### config.mk
export PLATFORM = sky130hd
export DESIGN_NAME = serial_subtractor
export DESIGN_NICKNAME = d
export VERILOG_FILES = /design/src/rtl/serial_subtractor.sv
export SDC_FILE = /design/constraint.sdc
export NUM_CORES = 1
export LEC_CHECK = 0
export CORE_ASPECT_RATIO = 1.1
export CORE_MARGIN = 4
export CORE_UTILIZATION = 50
export CTS_BUF_LIST = sky130_fd_sc_hd__clkbuf_2
export DETAILED_ROUTE_END_ITERATION = 7
export GPL_TIMING_DRIVEN = 1
export PLACE_DENSITY = 0.77
export SYNTH_ARGS = -nofsm -noshare
export SYNTH_HDL_FRONTEND = slang
export SYNTH_SLANG_ARGS = --single-unit
### constraint.sdc
create_clock -name clk -period 3.9 [get_ports clk]
set_clock_uncertainty 0.1 [all_clocks]
set_input_delay 0.78 -clock clk [delete_from_list [all_inputs] [get_ports clk]]
set_output_delay 0.78 -clock clk [all_outputs]
set_load 0.02 [all_outputs]
### src/rtl/serial_subtractor.sv
// serial_subtractor
//   Bit-serial unsigned subtractor: computes a - b - bin one bit per clock,
//   LSB first, and reports the WIDTH-bit difference plus final borrow.
//
// Ports
//   clk    : single clock, rising-edge active
//   rst_n  : asynchronous active-low reset
//   start  : request to begin a subtraction (sampled only in IDLE)
//   a, b   : minuend / subtrahend (WIDTH bits, sampled at the accepting edge)
//   bin    : borrow-in (sampled at the accepting edge)
//   busy   : high while an operation is running or its result is being flagged
//   done   : one-cycle pulse, diff/bout valid
//   diff   : a - b - bin modulo 2^WIDTH, held until the next completion
//   bout   : borrow-out, 1 iff a < b + bin
module serial_subtractor #(
  parameter int unsigned WIDTH = 8
) (
  input  logic             clk,
  input  logic             rst_n,
  input  logic             start,
  input  logic [WIDTH-1:0] a,
  input  logic [WIDTH-1:0] b,
  input  logic             bin,
  output logic             busy,
  output logic             done,
  output logic [WIDTH-1:0] diff,
  output logic             bout
);

  localparam int unsigned CW = $clog2(WIDTH);

  typedef enum logic [1:0] {
    IDLE,
    RUN,
    DONE
  } state_t;

  state_t           state;
  logic [WIDTH-1:0] a_sh;
  logic [WIDTH-1:0] b_sh;
  logic [WIDTH-1:0] d_sh;
  logic             br;
  logic [CW-1:0]    cnt;

  logic             d_bit;
  logic             br_next;

  // Operands are shifted right each RUN edge, so bit i of the original
  // operand is always at position 0 when the counter equals i.
  always_comb begin
    d_bit   = a_sh[0] ^ b_sh[0] ^ br;
    br_next = (~a_sh[0] & b_sh[0]) | (~(a_sh[0] ^ b_sh[0]) & br);
  end

  always_ff @(posedge clk or negedge rst_n) begin
    if (!rst_n) begin
      state <= IDLE;
      a_sh  <= '0;
      b_sh  <= '0;
      d_sh  <= '0;
      br    <= 1'b0;
      cnt   <= '0;
      busy  <= 1'b0;
      done  <= 1'b0;
      diff  <= '0;
      bout  <= 1'b0;
    end else begin
      case (state)
        IDLE: begin
          if (start) begin
            a_sh  <= a;
            b_sh  <= b;
            d_sh  <= '0;
            br    <= bin;
            cnt   <= '0;
            busy  <= 1'b1;
            state <= RUN;
          end
        end

        RUN: begin
          a_sh <= a_sh >> 1;
          b_sh <= b_sh >> 1;
          // Difference bits enter at the MSB so after WIDTH edges bit 0
          // has reached position 0.
          d_sh <= {d_bit, d_sh[WIDTH-1:1]};
          br   <= br_next;
          cnt  <= cnt + CW'(1);
          if (cnt == CW'(WIDTH - 1)) begin
            diff  <= {d_bit, d_sh[WIDTH-1:1]};
            bout  <= br_next;
            done  <= 1'b1;
            state <= DONE;
          end
        end

        DONE: begin
          done  <= 1'b0;
          busy  <= 1'b0;
          state <= IDLE;
        end

        default: begin
          done  <= 1'b0;
          busy  <= 1'b0;
          state <= IDLE;
        end
      endcase
    end
  end

endmodule

# Yosys cells after proc, flatten, opt, wreduce, memory -nomap -nowiden

Cells that the tools add are included.

ROM bits: 0
Output and inout port bits: 11
Input bits: 20
Logic and storage cells: 48
Memories: 0
Register bits after elaboration: 41
RAM bits: 0
Latch bits: 0

Multipliers: 0
Divide/modulo/power cells: 0
Equal/unequal tests: 4
$add $sub $neg: 1
Bitwise gates (word level): 9
Muxes and demuxes: 17
Reduce and logical (&&, ||, !) cells: 7
Magnitude comparators: 0
Shift operators: 0

Operator list:

| cell                                                            | count |
|---|---|
| 8-bit case mux with 2 select lines                              | 3 |
| 8-bit two-way mux                                               | 3 |
| 2-bit AND reduction                                             | 5 |
| 1-bit case mux with 2 select lines                              | 3 |
| 3-bit case mux with 2 select lines                              | 1 |
| 2-bit two-way mux                                               | 2 |
| 2-bit != test, second input constant                            | 2 |
| 1-bit NOT                                                       | 4 |
| 2-bit case mux with 2 select lines                              | 1 |
| 3-bit by 1-bit adder with 3-bit output, second input constant   | 1 |
| 3-bit == test, second input constant                            | 1 |
| 1-bit two-way mux                                               | 3 |
| 3-bit two-way mux                                               | 1 |
| 1-bit AND                                                       | 2 |
| 2-bit by 1-bit == test with 1-bit output, second input constant | 1 |
| 2-bit zero test                                                 | 1 |
| 2-bit nonzero test                                              | 1 |
| 1-bit XOR                                                       | 2 |
| 1-bit bitwise OR                                                | 1 |

# Logic depth before layout (Yosys ltp)

Gate-level depths: netlist (run 1).

Depth in word-level cells: 5
Gate-level depth with buffers: 6
Gate-level depth less buffers: 5

# Least setup slack after synthesis (run 1)

No wires, ideal clock.

Path kind: input to register
Start point: input start
End point: register b_sh[3]
Required time: 3,679 ps
Library setup time: 121 ps
Arrival time: 1,496 ps
Slack: 2,183 ps
Cell stages on the path: 4
Path buffers: 1
Cells stage by stage: buf_2 -> or4b_4 -> o21ai_2 -> a21oi_2

Longest elaborated chain between the ends: 2

RTL lines:

| what                                 | RTL line | text |
|---|---|---|
| start, declared                      | 20       | `input logic start,` |
| 2-bit != test (no source line)       | --       |  |
| 2-bit AND reduction (no source line) | --       |  |
| end signal, assigned                 | 83       | `b_sh <= b_sh >> 1;` |
| end, declared                        | 40       | `logic [WIDTH-1:0] b_sh;` |

No other way between the ends.
A chain may end at the register's enable or synchronous reset.

# Final worst setup path (run 1)

Start point: input start
End point: register d_sh[1]

Longest elaborated chain between the ends: 2

RTL lines:

| what                                 | RTL line | text |
|---|---|---|
| 2-bit != test (no source line)       | --       |  |
| 2-bit AND reduction (no source line) | --       |  |
| end signal, assigned                 | 86       | `d_sh <= {d_bit, d_sh[WIDTH-1:1]};` |
| end, declared                        | 41       | `logic [WIDTH-1:0] d_sh;` |

No other way between the ends.

==> results of run 1 <==
-- cells by family (layout without fill, tap and decap cells) --
group	Yosys count	count (layout)	synth area share, %
compound gates	62	62	23.3
fa+ha+maj	3	3	2.66
buf+inv	16	43	5.10
flops	40	40	59.1
mux	8	8	5.32
simple gates	14	14	4.51
-- state kept, by name, indices dropped and copies added (netlist names) --
signal and cells:
cnt 3, br 1, b_sh 8, state 2, d_sh 7, diff 8, a_sh 8, busy 1
bout 1, done 1
-- final cells by class --
cell class / instances / share of cell area, %
Clock buffer: 5 / 1.25
Timing Repair Buffer: 30 / 14.7
Clock inverter: 2 / 0.624
Sequential cell: 40 / 49.9
Inverter: 6 / 1.12
Tap cell: 34 / 2.12
Multi-Input combinational cell: 87 / 30.2
-- per-layer routing --
| layer | vias to the layer above | GRT usage, % |
|---|---|---|
| li1 | 580 | - |
| met1 | 618 | 24.4 |
| met2 | 43 | 28.3 |
| met3 | 7 | 5.68 |
| met4 | 0 | 6.47 |
| met5 | - | 0 |
-- metrics by stage --
step	total power, W	util [%]	instances
final	0.00158	63.6	204
after floorplan	0.00119	-	143
after global placement	0.00138	62.4	197
after global routing	0.00170	63.6	204
after detailed placement	0.00141	62.4	197
after CTS	0.00159	63.6	204
-- placed cells by master (no fill, tap or decap) --
cell type	Yosys	final
dfrtp_1	40	40
clkdlybuf4s50_1	0	29
o22ai_1	26	26
a21oi_1	16	16
a22o_1	10	10
mux2_2	8	8
inv_1	6	6
o21ai_0	6	6
clkbuf_2	0	5
nand2_1	4	4
nor2_1	4	4
nand2b_1	2	2
ha_1	2	2
nand3b_1	1	1
nor2b_1	1	1
nor2_2	1	1
o21bai_1	1	1
a221oi_1	1	1
or4b_4	1	1
o21ai_2	1	1
a21oi_2	1	1
fa_1	1	1
clkinvlp_4	0	1
clkinv_2	0	1
buf_2	6	1
-- critical path, delay by kind of cell --
family | cells | cell delay, ns
buf+inv | 1 | 0.74
compound gates | 2 | 1.09
-- final timing paths --
check,slack [ns],end,cells after the start,startpoint
max,1.51,d_sh[1]$_DFFE_PN0P_,3,start
max reg2reg,2.06,diff[1]$_DFFE_PN0P_,4,cnt[0]$_DFFE_PN0P_
min,0.35,a_sh[5]$_DFFE_PN0P_,1,rst_n
min in group clk,0.42,cnt[0]$_DFFE_PN0P_,1,cnt[0]$_DFFE_PN0P_
min reg2reg,0.42,cnt[0]$_DFFE_PN0P_,1,cnt[0]$_DFFE_PN0P_
max in group asynchronous,2.79,cnt[1]$_DFFE_PN0P_,1,rst_n
-- synthesized netlist by cell type (2+ instances only) --
library cell,n,area share (%)
o21ai_0,6,1.8
buf_2,6,1.8
mux2_2,8,5.3
a22o_1,10,5.2
a21oi_1,16,4.7
buf_6,2,1.3
inv_1,6,1.3
dfrtp_1,40,59
nand2b_1,2,0.74
ha_1,2,1.5
o22ai_1,26,9.6
nand2_1,4,0.89
nor2_1,4,0.89
-- where the power goes --
part	leakage [nW]	internal (W)	total, W	switching [W]
clock	0.0248	0.0000395	0.000175	0.000136
combinational	0.360	0.000327	0.000657	0.000330
sequential	0.490	0.000602	0.000744	0.000142
total	0.875	0.000968	0.00158	0.000608
==> impl_results.md, run 1 <==
- Status: completed
- Post-Syn Instances: ~140
- Critical Path Source Type: primary input
- Clock root buffer: clkbuf_2
- Final hold slack: 0.349 ns
- Residual DRC count: 0
- Syn Area/Cell: roughly 12 um2
- Pre-antenna DRT Iters: 4
- CORE AREA: around 3200 um2
- DR WL met2: 1.74 mm
- Total number of vias: about 1,200
- Initial antenna violation count: 0
- Routed WL: 3.57 mm
- Worst Slack Setup Final: 1.51 ns
- Hold WC Path Type: primary input to async pin
- Yosys cell types: 24
- Gp weighted congestion: 0.754
- H-tree levels: 2
- Design area: 2000 um2
- Worst-path fanout max: 19
- PD cells: 786 nW/um2
- Slew @ Worst Pin: ~0.86 ns
- Area after DPL: slightly below 2000 um2
- Lkg Pwr: 0.875 nW
- CTS Sinks: 40
- ANT cells: 0
- ANT nets after route: 0
- Syn nets: ~170
- Remaining global-route overflow: 0
- Cts repair resizes: 0
- Met3 WL post-DR: 216 um
- #FFs+latches synth: 40
- Starting Density: 53.7%
- Worst-Skew Late Latency: 0.40 ns
- CP cell instances: clkdlybuf4s50_1 > o21bai_1 > a22o_1
- Dominant synthesized flop cell: dfrtp_1
- Hold buffer count at CTS: 0
- Vias in the first global route: 1,297
- Cell Area, Synth: 1690 um2
- Placed wire-length estimate: about 2.4 mm
- Fmax: about 0.42 GHz
- EDFF count, synth: 0
- Port buffer count: 30
- Top Layer Used: met4
- CP arrival: 2.61 ns
- Fraction of layout cells with a size suffix above 1: between 10% and 20%
- Required @ worst endpoint: 4.13 ns
- I/O pins: 31
- Via density: 6.12
- Clock Path Buffers: 2
- Fin. max-slew vios: 0
- Dpl ws: 1.10 ns
- Post-synth ARST share: 100%
- Die Wd: 63.5 um
- Max transition margin: 42.6%
- Overall routing resource usage: 18.3%
- Max incr delay on CP: 0.85 ns
- Total CTS buffers: 5
- Worst VDD drop: 371 uV
- Setup violations, final: 0
- FF/Latch Area: 1000 um2
- Max Cap Viol: 0
- Synth Warn #: 0
- Iteration-0 DRC Markers: roughly 110
- Metal-1 WL: 1.55 mm
- Worst setup path category: primary input to register
- Nature of the critical path endpoint: register
- Post-route clock period utilization: 61.2%
- Multi-input gate area: ~600 um2
- Rows: 21
- Tmin final: 2.39 ns
- Sequential share of the synthesized area: around three fifths
- Nets: 193
- Largest net degree at the start of global routing: 41
- Unrepaired setup endpoints after global routing: false
- Die Span Y: 69.0 um
- Fill cells: 281
- Setup_tns: 0 ns
- CTS tree: done
- Die ar.: about 4400 um2
- WL per Instance: about 17 um
- Slowest-stage cell, CP: o21bai_1
- Layout area overhead: 18.4%
- Clock Pin Slew Worst Setup and Hold Paths: 0.21 ns
- Hold Vio Cnt, Final: 0
- Post-CTS setup buffer count: 0
- First-pass GRT wire length: 6.39 mm
No activity file was read; power rests on OpenSTA's default activity.
==> run 2: changes to the inputs <==
==> constraint.sdc (replaced) <==
create_clock -name clk -period 2.25 [get_ports clk]
set_clock_uncertainty 0.1 [all_clocks]
set_input_delay 0.45 -clock clk [delete_from_list [all_inputs] [get_ports clk]]
set_output_delay 0.45 -clock clk [all_outputs]
set_load 0.02 [all_outputs]
==> impl_results.md, run 2 (synthesis gave the netlist of run 1 again) <==
- Vias in the first global route: between 1,000 and 1,500
- Nets: 198
- Multi-input gate area: 606 um2
- Largest net degree at the start of global routing: 27
- Placed wire-length estimate: 2.50 mm
- Nature of the critical path endpoint: primary output
- ANT nets after route: 0
- Critical Path Source Type: register
- CORE AREA: 3150 um2
- Max Cap Viol: 0
- Layout area overhead: 20.5%
- First-pass GRT wire length: 6.20 mm
- Finished Core Util: 64.7%
- Max transition margin: 59.5%
- CP cell instances: clkdlybuf4s50_1
- Clock root buffer: clkbuf_2
- Fmax: 0.514 GHz
- Setup_tns: 0 ns
- Setup violations, final: 0
- Max incr delay on CP: 0.61 ns
- Worst-Skew Late Latency: 0.38 ns
- Fill cells: approximately 270
- Starting Density: 53.7%
- CP arrival: roughly 1.4 ns
- FF/Latch Area: about 1000 um2
- Die ar.: 4380 um2
- Unrepaired setup endpoints after global routing: false
- Post-route clock period utilization: 86.5%
- H-tree levels: 2
- Die Wd: 63.5 um
- Worst VDD drop: around 640 uV
- Remaining global-route overflow: 0
- Port buffer count: 30
- Clock Path Buffers: 2
- Fraction of layout cells with a size suffix above 1: between 10 and 15%
- I/O pins: 31
- Area after DPL: 2000 um2
- PD cells: approximately 1300 nW/um2
- Via density: 6.10
- Residual DRC count: 0
- WL per Instance: roughly 17 um
- Tmin final: about 1.9 ns
- Initial antenna violation count: 0
- Hold Vio Cnt, Final: 0
- Overall routing resource usage: 17.8%
- CTS tree: done
- Gp weighted congestion: 0.779
- CTS Sinks: 40
- Total number of vias: 1,275
- Most frequent cells in the layout: dfrtp_1 (40), clkdlybuf4s50_1 (29), o22ai_1 (26)
- Clock Pin Slew Worst Setup and Hold Paths: 0.19 ns
- Pre-antenna DRT Iters: 6
- Status: completed
- Worst-path fanout max: 2
- Required @ worst endpoint: ~1.7 ns
- Most common cell after layout, fill and taps aside: dfrtp_1
- Slew @ Worst Pin: between 0.6 and 0.7 ns
- Slowest-stage cell, CP: clkdlybuf4s50_1
- Delay-heaviest family, CP: buffers and inverters
- Largest regs: a_sh x8, b_sh x8, diff x8
- Iteration-0 DRC Markers: 66
- Lkg Pwr: 0.898 nW
- Final hold slack: 0.411 ns
- CP bufs+invs: 1
- Hold WC Path Type: register to register
- Die Span Y: a little under 70 um
- Worst setup path category: register to primary output
- Routed WL: 3.59 mm
- ANT cells: 0
- Fin. max-slew vios: 0
- Design area: 2040 um2
- Total CTS buffers: 5
- Rows: 21
==> run 2: cell types whose count changed in the layout (fill, tap and decap cells not counted) <==
cell	delta
dlygate4sd3_1	+1
clkinv_1	+2
clkinvlp_4	-1
buf_4	+4
clkinv_2	-1
==> run 2: worst paths after layout <==
kind	startpoint	end	slack (ns)	cells after the start
hold / removal	bout$_DFFE_PN0P_	bout$_DFFE_PN0P_	0.41	2
setup / recovery	busy$_DFFE_PN0P_	busy	0.30	1
hold reg to reg	bout$_DFFE_PN0P_	bout$_DFFE_PN0P_	0.41	2
min in group asynchronous	rst_n	b_sh[6]$_DFFE_PN0P_	0.47	2
max in group asynchronous	rst_n	a_sh[6]$_DFFE_PN0P_	1.03	3
setup reg to reg	cnt[0]$_DFFE_PN0P_	diff[6]$_DFFE_PN0P_	0.37	4
==> run 2: worst register-to-register path: cells and delay by family (launching register included) <==
family / cells / cell delay, ns
adders and majority gates: 2 / 0.42
and+or+nand+nor: 1 / 0.42
muxes: 1 / 0.40
DFF: 1 / 0.44
==> run 2: final cells by class <==
cell class                      count  area share, %
Sequential cell                    40           49.1
Multi-Input combinational cell     87           29.7
Timing Repair Buffer               35           16.4
Tap cell                           34           2.09
Clock buffer                        5           1.23
Inverter                            6           1.10
Clock inverter                      2          0.368
==> run 2: layer usage <==
layer	part of all wire (%)	global-route usage (%)	vias up
met4	1.3	5.04	0
met5	0	0	-
met3	5.5	5.84	6
met1	45	22.6	645
met2	48	28.8	31
li1	-	-	593
==> run 2: timing repair <==
item / CTS / global route
gates resized for setup: 0 / 0
hold endpoints to repair: 24 / 0
buffers inserted: 0 / 0
setup endpoints to repair: 0 / 0
hold buffers: 1 / 0
==> run 2: where the power goes <==
| part | switching [W] | internal, W |
|---|---|---|
| Combinational | 0.000576 | 0.000577 |
| Sequential | 0.000241 | 0.00104 |
| Clock | 0.000215 | 0.0000641 |
| Total | 0.00103 | 0.00168 |
==> run 2: stage by stage <==
step / power, W / setup slack (ns) / instances
3_5_place_dp: 0.00246 / 0.230 / 201
4_1_cts: 0.00275 / 0.266 / 209
6_report: 0.00272 / 0.303 / 209
2_1_floorplan: 0.00206 / 0.637 / 143
5_1_grt: 0.00294 / 0.225 / 209
3_3_place_gp: 0.00241 / 0.320 / 201
==> run 3: changes to the inputs <==
--- a/config.mk
+++ b/config.mk
@@ -10,8 +10,8 @@
 export CORE_UTILIZATION = 50
 export CTS_BUF_LIST = sky130_fd_sc_hd__clkbuf_2
 export DETAILED_ROUTE_END_ITERATION = 7
+export DONT_BUFFER_PORTS = 1
 export GPL_TIMING_DRIVEN = 1
-export PLACE_DENSITY = 0.77
 export SYNTH_ARGS = -nofsm -noshare
 export SYNTH_HDL_FRONTEND = slang
 export SYNTH_SLANG_ARGS = --single-unit
==> impl_results.md, run 3 (synthesis gave the netlist of run 1 again) <==
- FF/Latch Area: 1000 um2
- H-tree levels: 2
- Gp weighted congestion: 0.716
- Pint: 0.00151 W
- Setup violations, final: 0
- Layout area overhead: 3.25%
- Sw frac: 39.8%
- Dpl ws: between 0.3 and 0.4 ns
- Multi-input gate area: 606 um2
- WL per Instance: 18.7 um
- CP arrival: 2.03 ns
- Worst Slack Setup Final: 0.404 ns
- Reg2reg setup slack: 0.40 ns
- Tmin final: roughly 1.8 ns
- Clock root buffer: clkbuf_2
- Post-CTS setup buffer count: 0
- Largest net degree at the start of global routing: 41
- Die ar.: 4380 um2
- Most common cell after layout, fill and taps aside: dfrtp_1
- Slew @ Worst Pin: roughly 0.63 ns
- Routed WL: 3.33 mm
- Clock Path Buffers: 2
- Placed wire-length estimate: 2.24 mm
- Hold WC Path Type: primary input to register
- Initial antenna violation count: 0
- Combinational power share: 32.4%
- Worst-Skew Late Latency: between 0.3 and 0.4 ns
- Setup_tns: 0 ns
- Clock power share: 11.8%
- CTS Sinks: 40
- Fmax: roughly 0.54 GHz
- Total Power: ~0.0025 W
- Iteration-0 DRC Markers: 77
- Nets: 166
- Fill cells: between 200 and 300
- ANT nets after route: 0
- Worst VDD drop: 679 uV
- I/O pins: 31
- Die Span Y: 69.0 um
- Critical Path Source Type: register
- R2R Path End: diff[1]$_DFFE_PN0P_
- Hold Path Depth: 2
- Hold buffer count at CTS: 2
- Nature of the critical path endpoint: register
- Starting Density: 53.7%
- WHS Endpoint: b_sh[7]$_DFFE_PN0P_
- Post-route clock period utilization: between 80% and 90%
- Via density: between 6 and 7
- Reg power frac: 55.9%
- Rows: 21
- Largest regs: a_sh x8, b_sh x8, diff x8
- CTS tree: done
- Fraction of layout cells with a size suffix above 1: roughly 15%
- Remaining global-route overflow: 0
- Overall routing resource usage: around 17%
- Status: completed
- First-pass GRT wire length: between 5 and 6 mm
- Cts repair resizes: 0
- Worst setup path category: register to register
- RR Startpoint: cnt[1]$_DFFE_PN0P_
- Required @ worst endpoint: around 2.4 ns
- Most frequent cells in the layout: dfrtp_1 (40), o22ai_1 (26), a21oi_1 (16)
- Total number of vias: 1,135
- Sw Pwr: 0.00100 W
- ANT cells: 0
- Hold Vio Cnt, Final: 0
- Vias in the first global route: 1,156
- Non-Filler Instances: 178
- Max Cap Viol: 0
- Total CTS buffers: 5
- Lkg Pwr: 0.784 nW
- Final hold slack: 0.0673 ns
- Unrepaired setup endpoints after global routing: false
- Dpl cells: around 170
- Worst-path fanout max: 11
- Residual DRC count: 0
- Max transition margin: about 58%
- Fin. max-slew vios: 0
- Port buffer count: 0
- PD cells: around 1400 nW/um2
- Reg2Reg Depth: 4
- Worst hold start: b[7]
- Die Wd: 63.5 um
- Pre-antenna DRT Iters: 4
- CORE AREA: 3150 um2
- Clock Pin Slew Worst Setup and Hold Paths: 0.20 ns
==> run 3: per-layer routing <==
layer | part of all wire (%) | vias up | global-route usage (%)
met1 | 46 | 573 | 21.8
li1 | - | 537 | -
met5 | 0 | - | 0
met3 | 5.2 | 0 | 6.98
met2 | 49 | 25 | 25.5
met4 | 0 | 0 | 4.32
==> run 3: cell type report <==
cell class | instances | share of cell area [%]
inverters | 6 | 1.29
clock buffers | 5 | 1.43
repair buffers | 3 | 2.15
flip-flops and latches | 40 | 57.3
multi-input cells | 87 | 34.6
clock inverters | 3 | 0.787
well taps | 34 | 2.43
==> run 3: power by group through the flow <==
stage               sequential, W  clock [W]  combinational (W)
global route              0.00146   0.000347           0.000924
floorplan                 0.00134          0           0.000719
global placement          0.00142          0           0.000770
CTS                       0.00141   0.000309           0.000829
finish                    0.00141   0.000296           0.000814
detailed placement        0.00143          0           0.000806
==> run 3: how the worst max path moves through the flow <==
stage / start / to / slack, ns / cells past startpoint
after detailed placement: cnt[0]$_DFFE_PN0P_ / diff[1]$_DFFE_PN0P_ / 0.40 / 4
after global placement: cnt[0]$_DFFE_PN0P_ / diff[4]$_DFFE_PN0P_ / 0.46 / 4
after CTS: cnt[1]$_DFFE_PN0P_ / diff[1]$_DFFE_PN0P_ / 0.37 / 4
after floorplan: cnt[0]$_DFFE_PN0P_ / diff[1]$_DFFE_PN0P_ / 0.64 / 5
final: cnt[1]$_DFFE_PN0P_ / diff[1]$_DFFE_PN0P_ / 0.40 / 4
after global routing: cnt[1]$_DFFE_PN0P_ / diff[0]$_DFFE_PN0P_ / 0.32 / 4
==> run 3: through the flow <==
stage | utilization, % | instance area [um2]
2_1_floorplan | - | 1690
3_3_place_gp | 53.3 | 1680
3_5_place_dp | 53.3 | 1680
4_1_cts | 55.4 | 1750
5_1_grt | 55.4 | 1750
6_report | 55.4 | 1750
==> run 3: critical path: stages (launching register included) <==
cell      delay (ns)
dfrtp_1         0.43
ha_1            0.19
ha_1            0.21
nand3b_1        0.41
mux2_2          0.39
